[src/rtl/bin_to_bcd_seq.sv]
// Sequential binary-to-BCD converter: one double-dabble step per clock,
// fixed 15-cycle latency from request acceptance to a registered 4-digit result.
module bin_to_bcd_seq #(
  parameter logic [15:0] OVF_CODE = 16'hEEEE
) (
  input  logic        clock_100Mhz,
  input  logic        reset,
  input  logic [13:0] bin_value,
  input  logic        bin_valid,
  output logic        bin_ready,
  output logic [15:0] displayed_number,
  output logic        bcd_valid,
  output logic        overflow
);

  typedef enum logic [1:0] {StIdle, StShift, StLoad} state_e;

  state_e      state_q;
  logic [13:0] shift_q;
  logic [15:0] scratch_q;
  logic [3:0]  count_q;
  logic        ovf_latched_q;
  logic [15:0] scratch_adj;

  // Add-3 correction applied to every nibble before the shift
  always_comb begin
    scratch_adj = scratch_q;
    for (int i = 0; i < 4; i++) begin
      if (scratch_q[4*i +: 4] >= 4'd5) begin
        scratch_adj[4*i +: 4] = scratch_q[4*i +: 4] + 4'd3;
      end
    end
  end

  assign bin_ready = (state_q == StIdle);

  always_ff @(posedge clock_100Mhz or posedge reset) begin
    if (reset) begin
      state_q          <= StIdle;
      shift_q          <= '0;
      scratch_q        <= '0;
      count_q          <= '0;
      ovf_latched_q    <= 1'b0;
      displayed_number <= '0;
      bcd_valid        <= 1'b0;
      overflow         <= 1'b0;
    end else begin
      bcd_valid <= 1'b0;
      unique case (state_q)
        StIdle: begin
          if (bin_valid) begin
            shift_q       <= bin_value;
            scratch_q     <= '0;
            count_q       <= '0;
            ovf_latched_q <= (bin_value > 14'd9999);
            state_q       <= StShift;
          end
        end
        StShift: begin
          {scratch_q, shift_q} <= {scratch_adj[14:0], shift_q, 1'b0};
          count_q              <= count_q + 4'd1;
          if (count_q == 4'd13) begin
            state_q <= StLoad;
          end
        end
        StLoad: begin
          displayed_number <= ovf_latched_q ? OVF_CODE : scratch_q;
          overflow         <= ovf_latched_q;
          bcd_valid        <= 1'b1;
          state_q          <= StIdle;
        end
        default: state_q <= StIdle;
      endcase
    end
  end

endmodule
[config.mk]
export PLATFORM = sky130hd
export DESIGN_NAME = bin_to_bcd_seq
export DESIGN_NICKNAME = d
export VERILOG_FILES = /design/src/rtl/bin_to_bcd_seq.sv
export SDC_FILE = /design/constraint.sdc
export NUM_CORES = 1
export LEC_CHECK = 0
export ABC_AREA = 1
export BUFFER_PORTS_ARGS = -buffer_cell sky130_fd_sc_hd__buf_4
export CORE_AREA = 2 2 86 88
export DETAILED_ROUTE_END_ITERATION = 8
export DIE_AREA = 0 0 88 90
export MAX_ROUTING_LAYER = met4
export PLACE_DENSITY_LB_ADDON = 0.3
export SYNTH_ARGS = -nofsm -noshare
export SYNTH_HDL_FRONTEND = slang
export SYNTH_SLANG_ARGS = --single-unit
[constraint.sdc]
create_clock -name clock_100Mhz -period 2.6 [get_ports clock_100Mhz]
set_clock_uncertainty 0.15 [all_clocks]
set_input_delay 0.39 -clock clock_100Mhz [delete_from_list [all_inputs] [get_ports clock_100Mhz]]
set_output_delay 0.39 -clock clock_100Mhz [all_outputs]
set_load 0.1 [all_outputs]
## Yosys cells after proc, flatten, opt, wreduce, memory -nomap -nowiden

Cells that the tools add are included.

| storage, ports and cells | value |
|---|---|
| register bits | 55 |
| input bits | 17 |
| output and inout port bits | 19 |
| logic and storage cells | 43 |

| operators by class | value |
|---|---|
| $add $sub $neg | 5 |
| order comparisons | 5 |
| equal/unequal tests | 5 |
| mux-type cells | 15 |
| reductions and logical operators | 5 |

Operators by type and width:

| kind | number |
|---|---|
| two-way mux 16 bit | 2 |
| one-hot mux 16 bit (2 select lines) | 1 |
| one-hot mux 14 bit (2 select lines) | 1 |
| greater-or-equal comparator 4 x 3 -> 1 bit, second input constant | 4 |
| two-way mux 4 bit | 4 |
| > comparator 14 bit, second input constant | 1 |
| two-way mux 14 bit | 1 |
| adder 4 x 2 -> 4 bit, second input constant | 3 |
| one-hot mux 4 bit (2 select lines) | 1 |
| AND reduction 2 bit | 3 |
| adder 4 x 1 -> 4 bit, second input constant | 1 |
| equality test 4 bit, second input constant | 1 |
| two-way mux 2 bit | 2 |
| != test 2 bit, second input constant | 2 |
| one-hot mux 2 bit (2 select lines) | 1 |
| adder 3 x 2 -> 3 bit, second input constant | 1 |
| two-way mux 3 bit | 1 |
| equality test 2 x 1 -> 1 bit, second input constant | 1 |
| equality test 2 bit, second input constant | 1 |
| logical NOT 2 bit | 1 |
| nonzero test 2 bit | 1 |
| two-way mux 1 bit | 1 |

## Depth between registers and ports, before layout

Gate-level depths: netlist (run 1).

| logic depth | value |
|---|---|
| depth after elaboration | 3 |
| depth in mapped cells | 8 |
| depth with buffers taken out | 8 |

## Least setup slack after synthesis (run 1)

No wires, ideal clock.

| timing path | value |
|---|---|
| path type | register to register |
| start point | reg state_q[0] |
| end point | reg ovf_latched_q |
| arrival | 2330 ps |
| required time | 2385 ps |
| slack | 55 ps |
| cell stages (with the launch flop) | 6 |
| period minus slack after synthesis | 2545 ps |
| cells stage by stage | dfrtp_1 nor2_1 nand2_1 nor2_1 nand2_1 nand2_1 |

| on the way | value |
|---|---|
| longest elaborated chain between the ends | 2 |

Ends and longest elaborated chain:

| item | line | RTL |
|---|---|---|
| from (decl) | 18 | `state_e state_q;` |
| from (signal assigned) | 39 | `state_q <= StIdle;` |
| from (signal assigned) | 56 | `state_q <= StShift;` |
| from (signal assigned) | 63 | `state_q <= StLoad;` |
| logical NOT 2 bit | n/a |  |
| net bin_ready | 10 | `output logic bin_ready,` |
| AND reduction 2 bit (no line) | n/a |  |
| to (signal assigned) | 55 | `ovf_latched_q <= (bin_value > 14'd9999);` |
| to (decl) | 22 | `logic ovf_latched_q;` |

The timed path passes the listed nets, and every way through them passes these cells.
A chain may end at the register's enable or synchronous reset.

## Worst setup path in the final report (run 1)

| timing path | value |
|---|---|
| start point | reg state_q[0] |
| end point | out bin_ready |

| on the way | value |
|---|---|
| longest elaborated chain between the ends | 1 |

Ends and longest elaborated chain:

| item | line | RTL |
|---|---|---|
| logical NOT 2 bit | 35 | `assign bin_ready = (state_q == StIdle);` |
| to (decl) | 10 |  |

Every way passes these cells.

==> flow_metrics.tcl, run 1 <==
set metrics [dict create \
    multiInputGateArea_sq_um 1100 \
    status "finished clean" \
    final_common_cell "nand2_1" \
    p_per_area_nw_per_um2 1290 \
    final_cells 465 \
    clockBufferDepth 2 \
    die_width_um 88 \
    finalNetCount 392 \
    grt_max_degree 33 \
    synthCells 330 \
    wl_um 5450 \
    grt_pass1_vias 2068 \
    yosysSeqAreaShare 0.501 \
    yosys.area.top_type_share 0.501 \
    overflow 0 \
    drt_iter0_drc 120 \
    drt_first_pass_iters 4 \
    post_cts_resized 0 \
    synth-seq-cells 55 \
    n_antenna_cell 0 \
    clk_root_buffer_cell "clkbuf_8" \
    path_max_fanout 4 \
    finalHoldViolations 0 \
    hp-class "in -> reg" \
    worst_slew_pin_slew_ps 602 \
    h-tree-depth 2 \
    gp_congestion 0.818 \
    synth_top_area_cell "dfrtp_1" \
    post-route-min-period_ps 1850 \
    antenna_found_initial 0 \
    relSlewSlack 0.598 \
    synth.distinct_cells 20 \
    num_vias 2192 \
    areaGrowthSynthToFinish_pct 16.2 \
    critPathArrivalTime_ps 1310 \
    post-cts-setup-buffers 0 \
    io_buffers 35 \
    grt_pass1_wl_um 9410 \
    antenna_left 0 \
    die-area_sq_um 7920 \
    final_area_sq_um 3190 \
    dp_hpwl_um 3850 \
    endpoint_kind "output port" \
    drv_cap 0 \
    die_h_um 90 \
    maxSlewViolCount 0 \
    cts_tree "done" \
    required_ps 2060 \
    rows 31 \
    timing.fmax_ghz 0.541 \
    irDropWorstVdd_uv 566 \
    drcViolationCount 0 \
    syn-cell-area_sq_um 2750 \
    regArea_sq_um 1380 \
    start_util 0.391 \
    wire_per_inst_um 11.7 \
    cts_made_buffers 5 \
    io_pins 36 \
    tns_ps 0 \
    ys_warn_count 0 \
    placed_cells 456 \
    period_share 0.710 \
    p_total_mw 4.10 \
    cts.clk_slew.worst_paths_ps 100 \
    clock_latency_ps 310 \
    critPathLaunchType "register" \
    synth.area.top_cells "dfrtp_1 50%, nand2_1 12%, inv_1 5.7%, o21ai_0 4.7%, ha_1 4.6%" \
    grt_usage 0.151 \
    vias_per_cell 4.71 \
    cts_sinks 55 \
    placed_cell_area_sq_um 3060 \
    grt_setup_unrepaired "false" \
    fill_cells 711 \
    critPathKind "reg -> out" \
    layout-drive-gt1-share 0.172 \
    leakage_nw 1.62 \
    synth_nets 357 \
    finalSetupViolCount 0 \
    avgSynthCellArea_sq_um 8.32 \
    core_sq_um 7020 \
    most-common-layout-cells "91 x nand2_1, 55 x dfrtp_1, 41 x inv_1, 36 x buf_4, 26 x o21ai_0" \
]
==> per-stage QoR <==
stage	worst slack (ps)	hold slack, ps	utilization
after detailed placement	943	320	0.436
after CTS	745	184	0.454
after global placement	999	317	0.436
final	753	187	0.454
after global routing	717	198	0.454
after floorplan	55.3	299	-
==> cells in the mapped netlist (all sizes together) <==
| cell | n |
|---|---|
| nand2 | 93 |
| dfrtp | 55 |
| inv | 46 |
| o21ai | 46 |
| nand3 | 24 |
| nor2 | 22 |
| a21oi | 13 |
| buf | 10 |
| ha | 10 |
| nand4 | 9 |
| o21bai | 1 |
| o22ai | 1 |
==> worst paths after layout <==
path / start / end / slack (ps) / cells past startpoint
setup reg to reg: state_q[1] / shift_q[2] / 950 / 6
min in group asynchronous: reset / scratch_q[5] / 530 / 3
hold reg to reg: shift_q[13] / shift_q[13] / 340 / 2
setup / recovery: state_q[0] / bin_ready / 750 / 2
hold / removal: bin_value[0] / shift_q[0] / 190 / 3
max in group asynchronous: reset / scratch_q[12] / 1210 / 4
==> where the power goes <==
group / internal, mW / leakage, nW / switching (mW)
clock: 0.292 / 0.0587 / 0.293
combinational: 0.617 / 0.882 / 1.49
sequential: 1.19 / 0.679 / 0.223
==> critical path, stage by stage (launching register included) <==
cell and delay [ps]:
dfrtp_1 450, nor2_1 220, buf_4 340
==> kinds of logic (layout without fill, tap and decap cells) <==
logic type                 count (synthesis)  after routing  synth area share
AOI/OAI and AO/OA                         61             61             0.127
DFF                                       55             55             0.501
and+or+nand+nor                          148            148             0.228
buffers and inverters                     56             92            0.0980
adders and majority gates                 10             10            0.0456
==> flip-flops by register name (all words and copies together) (netlist names) <==
signal            cells
bcd_valid             1
count_q               4
displayed_number     16
overflow              1
ovf_latched_q         1
scratch_q            16
shift_q              14
state_q               2
==> layout make-up <==
cell class / instances / share of cell area
Clock buffer: 5 / 0.0216
Multi-Input combinational cell: 219 / 0.345
Inverter: 46 / 0.0541
Timing Repair Buffer: 38 / 0.0942
Clock inverter: 3 / 0.0149
Sequential cell: 55 / 0.432
Tap cell: 99 / 0.0388
==> timing repair <==
| item | CTS | global route |
|---|---|---|
| hold buffers | 1 | 0 |
| hold endpoints to repair | 23 | 0 |
| setup endpoints to repair | 0 | 0 |
==> per-layer routing <==
layer,up-vias,global-route usage,part of all wire
li1,1122,-,-
met1,1020,0.213,0.51
met2,46,0.227,0.44
met4,0,0.0295,0.0075
met3,4,0.0303,0.037
met5,-,-,0
No activity file was read; power rests on OpenSTA's default activity.
==> inputs of run 2 (changes only) <==
- ABC_AREA: 1 -> 0
- CORE_AREA: 2 2 86 88 -> 2 2 84 86
- DIE_AREA: 0 0 88 90 -> 0 0 86 88
- clock period: 2.6 -> 1.9 ns (I/O delays scaled with it)
==> run 2 against run 1 <==
Die area fell by 4.4%. Flip-flop and latch count did not move. Register-to-register slack got worse by 790 ps. Routed wire length fell by 5.8%. Synthesized cell count fell by 16%.
==> flow_metrics.tcl, run 2 <==
set metrics [dict create \
    syn-cell-area_sq_um 2590 \
    final_common_cell "dfrtp_1" \
    slowest_stage "dfrtp_1" \
    rows 30 \
    antenna_found_initial 0 \
    yosys.area.top_type_share 0.531 \
    synth_top_area_cell "dfrtp_1" \
    post-route-min-period_ps 1760 \
    timing.fmax_ghz 0.569 \
    n_antenna_cell 0 \
    gp_congestion 0.783 \
    r2r_start "scratch_q[4]" \
    ys_async_sr_fraction 1.00 \
    cp_cell_sequence "buf_4, nor2_2, buf_4" \
    drcViolationCount 0 \
    grt_pass1_wl_um 8800 \
    cts_tree "done" \
    overflow 0 \
    tns_ps 0 \
    grt_usage 0.151 \
    post-cts-setup-buffers 0 \
    finalHoldViolations 0 \
    r2r_cells 6 \
    finalSetupViolCount 0 \
    synth_ff_type "dfrtp_1" \
    drv_cap 0 \
    drt_iter0_drc 128 \
    cts.clk_slew.worst_paths_ps 90 \
    critical_path_cell_count 3 \
    dp_hpwl_um 3670 \
    required_ps 1460 \
    whs_endpoint "shift_q[13]" \
    clk_root_buffer_cell "clkbuf_8" \
    avgSynthCellArea_sq_um 9.36 \
    ys_warn_count 0 \
    core_sq_um 6640 \
    synth.distinct_cells 31 \
    period_share 0.925 \
    grt_pass1_vias 1922 \
    cp_common_cell "buf_4" \
    synth-seq-cells 55 \
    synth.area.top_cells "dfrtp_1 53%, nor2_1 6.4%, o21ai_0 6.2%, nand2_1 5.1%, ha_1 4.8%" \
    maxSlewViolCount 0 \
    cts_made_buffers 5 \
    hp-class "in -> reg" \
    most-common-layout-cells "55 x dfrtp_1, 47 x buf_4, 43 x nor2_1, 35 x nand2_1, 32 x o21ai_0" \
    place_ws_ps 156 \
    die-area_sq_um 7570 \
    relSlewSlack 0.626 \
    critPathKind "reg -> out" \
    layout-drive-gt1-share 0.207 \
    path_max_fanout 8 \
    wl_um 5140 \
    critPathTopFamily "buffers and inverters" \
    yosysSeqAreaShare 0.531 \
    top_regs "displayed_number: 16 flops, scratch_q: 16 flops, shift_q: 14 flops" \
    rr_endpoint "scratch_q[6]" \
    hold_depth 3 \
    slowest_delay_ps 420 \
    worst_slew_pin_slew_ps 561 \
    io_buffers 35 \
    status "finished clean" \
    holdCritStartpoint "bin_value[13]" \
    critPathLaunchType "register" \
    wire_per_inst_um 12.9 \
    rrSetupSlack_ps 160 \
    num_vias 2025 \
    worstPathBufferInverterCount 2 \
    grt_max_degree 56 \
    die_h_um 88 \
    start_util 0.390 \
    areaGrowthSynthToFinish_pct 19.8 \
    finalNetCount 345 \
    yosysMostFrequentCell "dfrtp_1" \
    synth_edf_count 0 \
    worst_hold_slack_ps 42.2 \
    endpoint_kind "output port" \
    synthCells 277 \
    clock_latency_ps 320 \
    critPathArrivalTime_ps 1320 \
    cts_sinks 55 \
    io_pins 36 \
    antenna_left 0 \
    die_width_um 86 \
    synth_nets 304 \
    synth_commonest_cells "55 x dfrtp_1, 44 x nor2_1, 35 x nand2_1" \
    drt_first_pass_iters 4 \
    vias_per_cell 5.08 \
    clockBufferDepth 2 \
    setup_slack_ps 143 \
    grt_setup_unrepaired "false" \
    h-tree-depth 2 \
]
[run 2: cell types whose count changed after synthesis, moves of 5 or more]
| cell | previous run | this run |
|---|---|---|
| a21oi_1 | 13 | 5 |
| buf_2 | 2 | 7 |
| clkbuf_1 | 0 | 7 |
| inv_1 | 42 | 12 |
| nand2_1 | 91 | 35 |
| nand2b_1 | 0 | 5 |
| nand3_1 | 24 | 15 |
| nand4_1 | 9 | 1 |
| nor2_1 | 21 | 44 |
| o21ai_0 | 26 | 32 |
| o21ai_1 | 11 | 0 |
| o21ai_2 | 9 | 0 |
| o22ai_1 | 0 | 12 |
| o31ai_1 | 0 | 7 |
[run 2: cells by family (layout without fill, tap and decap cells)]
logic type               after synthesis  count (layout)  share of synthesized area
flip-flops                            55              55                      0.531
XOR/XNOR                               6               6                     0.0203
adder cells (fa/ha/maj)               10              10                     0.0482
buffers and inverters                 29              71                     0.0540
AND/OR/NAND/NOR                      109             109                      0.183
multiplexers                           4               4                     0.0174
AO/OA/AOI/OAI                         64              64                      0.147
[run 2: cell type report]
| class | count | area [sq um] |
|---|---|---|
| Fill cell | 651 | 3540 |
| Sequential cell | 55 | 1380 |
| Multi-Input combinational cell | 193 | 1080 |
| Timing Repair Buffer | 51 | 423 |
| Tap cell | 80 | 100 |
| Clock buffer | 5 | 68.8 |
| Inverter | 12 | 45.0 |
| Clock inverter | 3 | 15.0 |
[run 2: repair_timing]
action / in CTS / in global routing
endpoints found under the hold margin: 55 / 0
resized for setup: 0 / 1
hold buffers: 1 / 0
setup endpoints to repair: 0 / 1
[run 2: worst max-delay path by stage]
stage / from / endpoint / slack, ps
global placement: scratch_q[0] / scratch_q[2] / 160
global route: scratch_q[4] / scratch_q[6] / 30
detailed placement: scratch_q[0] / scratch_q[2] / 160
finish: state_q[0] / bin_ready / 140
floorplan: reset / bcd_valid / 120
CTS: state_q[0] / bin_ready / 120
[run 2: stage by stage]
step,cell area [sq um],utilization,std cells
3_5_place_dp,3010,0.454,390
5_1_grt,3110,0.468,399
4_1_cts,3110,0.468,399
2_1_floorplan,2600,-,277
6_report,3110,0.468,399
3_3_place_gp,3010,0.454,390
[run 2: worst register-to-register path, delay by kind of cell, from the launching register on]
| kind | cells | cell delay (ps) |
|---|---|---|
| compound gates | 2 | 350 |
| fa+ha+maj | 1 | 210 |
| flops | 1 | 430 |
| buf+inv | 1 | 120 |
| simple gates | 1 | 60 |
| mux | 1 | 350 |
[run 2: layer usage]
layer,routed length (um),track usage,up-vias
met5,0,-,-
met4,61,0.0563,0
met3,272,0.0320,6
met2,2270,0.228,45
met1,2530,0.200,958
li1,-,-,1016
Power of run 2 is not shown: default switching activity piles up to over one toggle a cycle in this logic, so the estimate is an artifact.
